--- src/rtl/krz_gpio.sv ---
// KRZ SoC GPIO: N bidirectional pins with per-pin direction and output registers,
// synchronised inputs, rise/fall edge interrupts and a hardware blink generator.
module krz_gpio #(
    parameter int N           = 8,
    parameter int SYNC_STAGES = 2,
    parameter int BLINK_W     = 24
) (
    input  logic             clk,
    input  logic             rst,
    input  logic             bus_req,
    input  logic             bus_we,
    input  logic [2:0]       bus_addr,
    input  logic [3:0]       bus_mask,
    input  logic [31:0]      bus_wr_data,
    output logic [31:0]      bus_rd_data,
    output logic             bus_ack,
    input  logic [N-1:0]     gpio_in,
    output logic [N-1:0]     gpio_out,
    output logic [N-1:0]     gpio_oe,
    output logic             irq
);

    localparam logic [2:0] A_DIR    = 3'd0;
    localparam logic [2:0] A_OUT    = 3'd1;
    localparam logic [2:0] A_IN     = 3'd2;
    localparam logic [2:0] A_RISE   = 3'd3;
    localparam logic [2:0] A_FALL   = 3'd4;
    localparam logic [2:0] A_PEND   = 3'd5;
    localparam logic [2:0] A_BLINK  = 3'd6;
    localparam logic [2:0] A_PERIOD = 3'd7;

    function automatic logic [31:0] be_mask(input logic [3:0] be);
        logic [31:0] m;
        for (int b = 0; b < 4; b++) m[8*b +: 8] = {8{be[b]}};
        return m;
    endfunction

    function automatic logic [31:0] be_merge(input logic [31:0] old, input logic [31:0] wd,
                                             input logic [3:0] be);
        return (old & ~be_mask(be)) | (wd & be_mask(be));
    endfunction

    logic [N-1:0]       dir_q, out_q, rise_en_q, fall_en_q, pend_q, blink_en_q;
    logic [BLINK_W-1:0] period_q, cnt_q;
    logic               phase_q;
    logic [N-1:0]       in_sync [SYNC_STAGES];
    logic [N-1:0]       in_p0, in_p1;
    logic [N-1:0]       pend_set, pend_clr;
    logic [31:0]        rd_mux;
    logic               wr;

    assign wr      = bus_req & bus_we;
    assign gpio_oe = dir_q;
    assign in_p0   = in_sync[SYNC_STAGES-1];

    // Edge detect on the synchronised value against its previous-cycle copy
    assign pend_set = (in_p0 & ~in_p1 & rise_en_q) | (~in_p0 & in_p1 & fall_en_q);
    assign pend_clr = (wr && bus_addr == A_PEND) ? N'(bus_wr_data & be_mask(bus_mask)) : '0;

    always_comb begin
        rd_mux = '0;
        case (bus_addr)
            A_DIR:    rd_mux = 32'(dir_q);
            A_OUT:    rd_mux = 32'(out_q);
            A_IN:     rd_mux = 32'(in_p0);
            A_RISE:   rd_mux = 32'(rise_en_q);
            A_FALL:   rd_mux = 32'(fall_en_q);
            A_PEND:   rd_mux = 32'(pend_q);
            A_BLINK:  rd_mux = 32'(blink_en_q);
            A_PERIOD: rd_mux = 32'(period_q);
            default:  rd_mux = '0;
        endcase
    end

    always_ff @(posedge clk or posedge rst) begin
        if (rst) begin
            dir_q      <= '0;
            out_q      <= '0;
            rise_en_q  <= '0;
            fall_en_q  <= '0;
            blink_en_q <= '0;
            period_q   <= '0;
        end else if (wr) begin
            case (bus_addr)
                A_DIR:    dir_q      <= N'(be_merge(32'(dir_q), bus_wr_data, bus_mask));
                A_OUT:    out_q      <= N'(be_merge(32'(out_q), bus_wr_data, bus_mask));
                A_RISE:   rise_en_q  <= N'(be_merge(32'(rise_en_q), bus_wr_data, bus_mask));
                A_FALL:   fall_en_q  <= N'(be_merge(32'(fall_en_q), bus_wr_data, bus_mask));
                A_BLINK:  blink_en_q <= N'(be_merge(32'(blink_en_q), bus_wr_data, bus_mask));
                A_PERIOD: period_q   <= BLINK_W'(be_merge(32'(period_q), bus_wr_data, bus_mask));
                default:  ;
            endcase
        end
    end

    // Bus response: ack and read data one cycle after the request
    always_ff @(posedge clk or posedge rst) begin
        if (rst) begin
            bus_ack     <= 1'b0;
            bus_rd_data <= '0;
        end else begin
            bus_ack     <= bus_req;
            bus_rd_data <= (bus_req && !bus_we) ? rd_mux : '0;
        end
    end

    // Input synchroniser, edge history and interrupt pending (set wins over W1C)
    always_ff @(posedge clk or posedge rst) begin
        if (rst) begin
            for (int k = 0; k < SYNC_STAGES; k++) in_sync[k] <= '0;
            in_p1  <= '0;
            pend_q <= '0;
            irq    <= 1'b0;
        end else begin
            in_sync[0] <= gpio_in;
            for (int k = 1; k < SYNC_STAGES; k++) in_sync[k] <= in_sync[k-1];
            in_p1  <= in_p0;
            pend_q <= (pend_q & ~pend_clr) | pend_set;
            irq    <= |pend_q;
        end
    end

    // Blink generator: half-period of PERIOD+1 cycles; phase freezes when PERIOD is 0
    always_ff @(posedge clk or posedge rst) begin
        if (rst) begin
            cnt_q    <= '0;
            phase_q  <= 1'b0;
            gpio_out <= '0;
        end else begin
            if (wr && bus_addr == A_PERIOD) begin
                cnt_q <= '0;
            end else if (period_q == '0) begin
                cnt_q <= '0;
            end else if (cnt_q == period_q) begin
                cnt_q   <= '0;
                phase_q <= ~phase_q;
            end else begin
                cnt_q <= cnt_q + BLINK_W'(1);
            end
            gpio_out <= out_q ^ (blink_en_q & {N{phase_q}});
        end
    end

endmodule

--- config.mk ---
export PLATFORM = sky130hd
export DESIGN_NAME = krz_gpio
export DESIGN_NICKNAME = d
export VERILOG_FILES = /design/src/rtl/krz_gpio.sv
export SDC_FILE = /design/constraint.sdc
export NUM_CORES = 1
export LEC_CHECK = 0
export ABC_AREA = 1
export CORE_MARGIN = 1
export CORE_UTILIZATION = 42
export DETAILED_ROUTE_END_ITERATION = 12
export PLACE_DENSITY_LB_ADDON = 0.3
export SKIP_LAST_GASP = 1
export SYNTH_ARGS = -nofsm -noshare
export SYNTH_HDL_FRONTEND = slang
export SYNTH_SLANG_ARGS = --single-unit
--- constraint.sdc ---
create_clock -name clk -period 4.6 [get_ports clk]
set_clock_uncertainty 0.15 [all_clocks]
set_input_delay 0.46 -clock clk [delete_from_list [all_inputs] [get_ports clk]]
set_output_delay 0.46 -clock clk [all_outputs]
set_load 0.03 [all_outputs]
Yosys cells after proc, flatten, opt, wreduce, memory -nomap -nowiden
Index checks and enable logic that the tools add are counted.
- muxes and demuxes: 6
- add/subtract/negate cells: 1
- equality and inequality tests: 8
- bitwise operators: 30
- reduce and logical (&&, ||, !) cells: 14
- operator list (kind ; count):
    $pmux W32 S8 ; 1
    $and A8 B8 Y8 ; 11
    $mux W24 ; 3
    $or A8 B8 Y8 ; 7
    $and A24 B24 Y24 ; 2
    $mux W32 ; 1
    $add A24 B1 Y24 const B ; 1
    $eq A24 B24 Y1 ; 1
    $logic_not A24 Y1 ; 1
    $not A24 Y24 ; 1
    $not A8 Y8 ; 3
    $or A24 B24 Y24 ; 1
    $eq A3 B3 Y1 const B ; 4
    $reduce_and A2 Y1 ; 6
    $mux W8 ; 1
    $reduce_or A8 Y1 ; 1
    $xor A8 B8 Y8 ; 1
    $eq A3 B2 Y1 const B ; 2
    $eq A3 B1 Y1 const B ; 1
    $logic_and A1 B1 Y1 ; 3
    $logic_not A3 Y1 ; 1
    $not A1 Y1 ; 3
    $reduce_and A3 Y1 ; 1
    $and A1 B1 Y1 ; 1
    $logic_not A1 Y1 ; 1
- word-level logic and storage cells: 75
- input bits: 51
- register bits after elaboration: 163

Logic depth before layout (Yosys ltp)
Gate-level depths: netlist (run 1).
- depth in word-level cells: 6
- mapped depth: 11

Worst setup path after synthesis (run 1)
No wires, ideal clock.
- kind: input port to flip-flop
- start point: in bus_addr[1]
- end point: reg (tool-made name)
- cell stages on the path: 8
- slack: 2.877 ns
- required time: 4.321 ns
- data arrival time: 1.444 ns
- setup time: 0.129 ns
- cell sequence: buf_2 -> nor2_4 -> nand2_1 -> inv_2 -> nand2_1 -> buf_2 -> nand2_1 -> o21ai_0
- RTL lines (item ; line ; RTL):
    start, declared ; 12 ; input logic [2:0] bus_addr,

==> impl_metrics.yaml, run 1 <==
setup_path:
  cp_max_fo: 16
  required_ns: 4.80
  crit_path_end_kind: "flip-flop"
  worstSetupPathType: "input pin to flip-flop"
  start_kind: "input pin"
  arrival_ns: 2.63
synthesis:
  syn-cell-area_sq_mm: 0.00707
  synth_ff_type: "dfrtp_1"
  synth_top_cell_by_area: "dfrtp_1"
  netlist_instances: 820
  yosysSeqAreaShare: 0.548
  yosysTopAreaCellShare: 0.548
  yosys_warnings: 0
  ys_seq_elements: 155
  async_flop_share: 1.00
  synthTopCellsByArea: "dfrtp_1 55%, nand2_1 9.9%, inv_1 5.3%"
  avgSynthCellArea_sq_um: 8.62
  synthDistinctLibCells: 35
  synth_edf_count: 0
timing:
  finalHoldViolations: 0
  fin_tns_setup_ns: 0
  setup_violations: 0
  max_slew_margin: 0.423
  timing.fmax_ghz: 0.411
  hold_ws_ns: 0.198
  worstMarginPinSlew_ns: 0.864
  setup_slack_ns: 2.17
  drv_slew: 0
  grt_setup_unrepaired: "false"
  fin_crit_sh: 0.529
  period_needed_ns: 2.43
drt:
  ant_nets: 0
  vias: 5495
  first_pass_iters: 5
  post_drt_wl_per_cell_um: 14.1
  via_per_inst: 4.83
  drc: 0
  drtIter0Drc: 352
  wl_um: 16100
die:
  die-area_sq_mm: 0.0174
  coreArea_sq_mm: 0.0165
  die_w_um: 132
  start_util: 0.428
  io_pins: 101
  die_h_um: 132
  placementRows: 47
cells_and_area:
  design_area_sq_mm: 0.00864
  layout_common_cells: "186 x nand2_1, 155 x dfrtp_1, 99 x inv_1, 98 x nor2_1, 83 x clkdlybuf4s50_1"
  final_cells: 1137
  final_net_count: 956
  final_common_cell: "nand2_1"
  antenna_cells: 0
  final_layout_size_suffix_gt1_frac: 0.0752
  syn_to_final_growth_pct: 22.2
min_path:
  hold_path_class: "flip-flop to flip-flop"
place:
  gp_congestion: 0.828
  port-buffer-count: 83
  dpl.hpwl_um: 11600
  dp_cells: 1105
  place_area_sq_mm: 0.00807
  preCtsSetupSlack_ns: 1.71
cts:
  worstSkewPairLatency_ns: 0.43
  clockRootBuffer: "clkbuf_16"
  ctsResizeCount: 0
  clk_pin_slew_ns: 0.07
  cts_hold_buf: 0
  cts_buffers: 17
  cts_buffer_depth: 2
  cts_setup_buffers: 0
  cts_sinks: 155
  cts_tree: "yes"
  htreeDepth: 4
global_routing:
  antenna_found_initial: 0
  met3_usage: 0.0469
  grt_pass1_vias: 5535
  overflow: 0
  busiest_layer: "met2"
  grt_pass1_wl_um: 27300
  grt_max_degree: 100
  use_met2: 0.349
  track_usage: 0.201
  grt_use_met1: 0.247
flow_run:
  maxCapViolations: 0
power:
  power.density_mw_per_mm2: 425
  p_leak_nw: 4.01
  vdd.ir_drop.worst_mv: 0.283
outcome:
  status: "finished, final reports clean"
-- path summary, 6_finish.rpt --
check	start	cells past startpoint	slack [ns]	to
min in group asynchronous	rst	2	0.25	bus_ack$_DFF_PP0_
hold / removal	in_sync[12]$_DFF_PP0_	0	0.20	in_p0[4]$_DFF_PP0_
hold reg to reg	in_sync[12]$_DFF_PP0_	0	0.20	in_p0[4]$_DFF_PP0_
setup reg to reg	cnt_q[0]$_DFF_PP0_	8	2.59	cnt_q[12]$_DFF_PP0_
setup / recovery	bus_addr[2]	6	2.17	flip-flop
max in group asynchronous	rst	3	3.21	asynchronous set/reset pin
-- power breakdown --
part | internal, mW | leakage (nW) | switching, mW
clock | 0.727 | 0.276 | 0.616
combinational | 0.260 | 1.81 | 0.379
sequential | 1.54 | 1.92 | 0.154
-- cells in the mapped netlist, drive strengths merged, types with 9 or more instances --
cell type  count
nand3         35
xor2          24
dfrtp        155
xnor2         11
nor2         102
a21oi         22
nand2        191
o21ai         69
inv          110
buf           24
nand4          9
o22ai         13
nor3          25
-- kinds of logic (layout without fill, tap and decap cells) --
group / Yosys count / count (layout) / share of synthesized area
AOI/OAI and AO/OA: 120 / 120 / 0.0973
xor gates and xnor gates: 35 / 35 / 0.0433
adders and majority gates: 1 / 1 / 0.00177
buffers and inverters: 138 / 228 / 0.0823
DFF: 155 / 155 / 0.548
muxes: 1 / 1 / 0.00159
other: 1 / 8 / 0.000530
and+or+nand+nor: 369 / 369 / 0.225
-- through the flow --
stage	power, mW	utilization
after floorplan	2.13	-
after global placement	2.34	0.489
after detailed placement	2.36	0.489
after CTS	3.71	0.523
after global routing	3.87	0.523
final	3.67	0.523
-- layer usage --
metal  up-vias  wire length, um
li1       2782                -
met1      2578             7000
met2       112             8190
met3        23              570
met4         0              307
met5         -                0
-- worst max-delay path, cell delays in order --
cell             delay [ns]
clkdlybuf4s50_1        0.92
inv_1                  0.20
nand3_2                0.23
or2_1                  0.58
nand2_1                0.14
o21ai_2                0.09
-- layout make-up --
cell class / instances / area, sq um
fill: 1555 / 7890
tap: 220 / 275
clock inverter: 14 / 126
timing repair buffer: 86 / 866
sequential: 155 / 3880
clock buffer: 18 / 439
inverter: 110 / 417
multi-input combinational: 534 / 2640
Note: power is estimated with default switching activity, not from simulation.
==> run 2, diff against run 1 <==
==> constraint.sdc (replaced) <==
create_clock -name clk -period 2.2 [get_ports clk]
set_clock_uncertainty 0.15 [all_clocks]
set_input_delay 0.22 -clock clk [delete_from_list [all_inputs] [get_ports clk]]
set_output_delay 0.22 -clock clk [all_outputs]
set_load 0.03 [all_outputs]
==> impl_metrics.yaml, run 2 (synthesized netlist as in run 1, its figures left out) <==
cts:
  cts_sinks: 155
  clockRootBuffer: "clkbuf_16"
  worstSkewPairLatency_ns: 0.43
  htreeDepth: 4
  cts_buffer_depth: 2
  cts_tree: "yes"
  clk_pin_slew_ns: 0.06
  cts_setup_buffers: 0
  cts_buffers: 17
timing:
  setup_violations: 0
  timing.fmax_ghz: 0.529
  fin_crit_sh: 0.860
  grt_setup_unrepaired: "false"
  hold_ws_ns: 0.0736
  finalHoldViolations: 0
  worstMarginPinSlew_ns: 0.711
  fin_tns_setup_ns: 0
  max_slew_margin: 0.526
  drv_slew: 0
  setup_slack_ns: 0.309
  period_needed_ns: 1.89
global_routing:
  grt_max_degree: 74
  antenna_found_initial: 0
  grt_pass1_wl_um: 27300
  grt_pass1_vias: 5422
  track_usage: 0.201
  overflow: 0
setup_path:
  rrSetupSlack_ns: 0.37
  r2r-start: "cnt_q[0]$_DFF_PP0_"
  max_stage_delay_ns: 0.70
  cpLargestDelayFamily: "buffers and inverters"
  crit_path_end_kind: "output port"
  required_ns: 1.83
  worstSetupPathType: "flip-flop to output port"
  arrival_ns: 1.52
  start_kind: "flip-flop"
  r2r_cells: 6
  worstReg2RegEnd: "cnt_q[17]$_DFF_PP0_"
  crit_chain: "clkdlybuf4s50_1"
  critPathBufInv: 1
  cp_max_fo: 3
  slowest_stage: "clkdlybuf4s50_1"
place:
  dpl.hpwl_um: 11700
  preCtsSetupSlack_ns: 0.0515
  gp_congestion: 0.850
  place_area_sq_mm: 0.00818
  port-buffer-count: 83
  dp_cells: 1118
cells_and_area:
  fillers: 1501
  design_area_sq_mm: 0.00880
  syn_to_final_growth_pct: 24.4
  layout_common_cells: "186 x nand2_1, 155 x dfrtp_1, 99 x inv_1, 98 x nor2_1, 83 x clkdlybuf4s50_1"
  final_layout_size_suffix_gt1_frac: 0.0881
  final_net_count: 970
  postLayoutCoreUtil: 0.533
  final_common_cell: "nand2_1"
  final_cells: 1151
  antenna_cells: 0
power:
  power.density_mw_per_mm2: 896
  power.total_mw: 7.88
  vdd.ir_drop.worst_mv: 0.637
  p_leak_nw: 4.10
die:
  start_util: 0.428
  coreArea_sq_mm: 0.0165
  io_pins: 101
  die_w_um: 132
  die_h_um: 132
  die-area_sq_mm: 0.0174
  placementRows: 47
drt:
  drc: 0
  vias: 5579
  drtIter0Drc: 367
  wl_um: 16100
  via_per_inst: 4.85
  first_pass_iters: 5
  ant_nets: 0
  post_drt_wl_per_cell_um: 14.0
outcome:
  status: "finished, final reports clean"
min_path:
  min_path_cells: 1
  min_to: "in_sync[15]$_DFF_PP0_"
  hold_path_class: "input pin to flip-flop"
  worstHoldStart: "gpio_in[7]"
flow_run:
  maxCapViolations: 0
==> run 2: worst register-to-register path: cells and delay by family (launching register included) <==
kind / cells / cell delay, ns
xor+xnor: 1 / 0.16
flops: 1 / 0.41
simple gates: 5 / 0.99
==> run 2: power breakdown <==
part	leakage, nW	internal [mW]	switching, mW
Sequential	1.92	3.22	0.317
Clock	0.291	1.71	1.27
Combinational	1.88	0.565	0.801
==> run 2: how the worst max path moves through the flow <==
stage                 from                    endpoint  slack (ns)  cells after the start
2_1_floorplan          rst  asynchronous set/reset pin       -0.13                      1
3_3_place_gp   bus_addr[2]         cnt_q[21]$_DFF_PP0_        0.08                      8
3_5_place_dp   bus_addr[2]                   flip-flop        0.05                      6
4_1_cts          flip-flop          cnt_q[8]$_DFF_PP0_        0.26                      7
5_1_grt          flip-flop         cnt_q[19]$_DFF_PP0_        0.15                      9
6_report         flip-flop                  gpio_oe[2]        0.31                      1
==> run 2: what timing repair did <==
| action | CTS | global route |
|---|---|---|
| endpoints found under the hold margin | 9 | 0 |
| resized for setup | 0 | 1 |
| endpoints found under the setup margin | 0 | 6 |
| hold buffers | 1 | 0 |
==> run 2: cell type report <==
class,count,area (sq um),share of cell area
clock buffer,17,425,0.0483
clock inverter,15,175,0.0199
tap,220,275,0.0313
sequential,155,3880,0.441
timing repair buffer,100,986,0.112
inverter,110,417,0.0473
multi-input combinational,534,2640,0.300
==> run 2: routing by layer <==
layer	routed length [um]	track usage	vias up
li1	-	-	2798
met2	8120	0.335	122
met3	605	0.0415	25
met1	7120	0.257	2634
met5	0	0	-
met4	259	0.0795	0
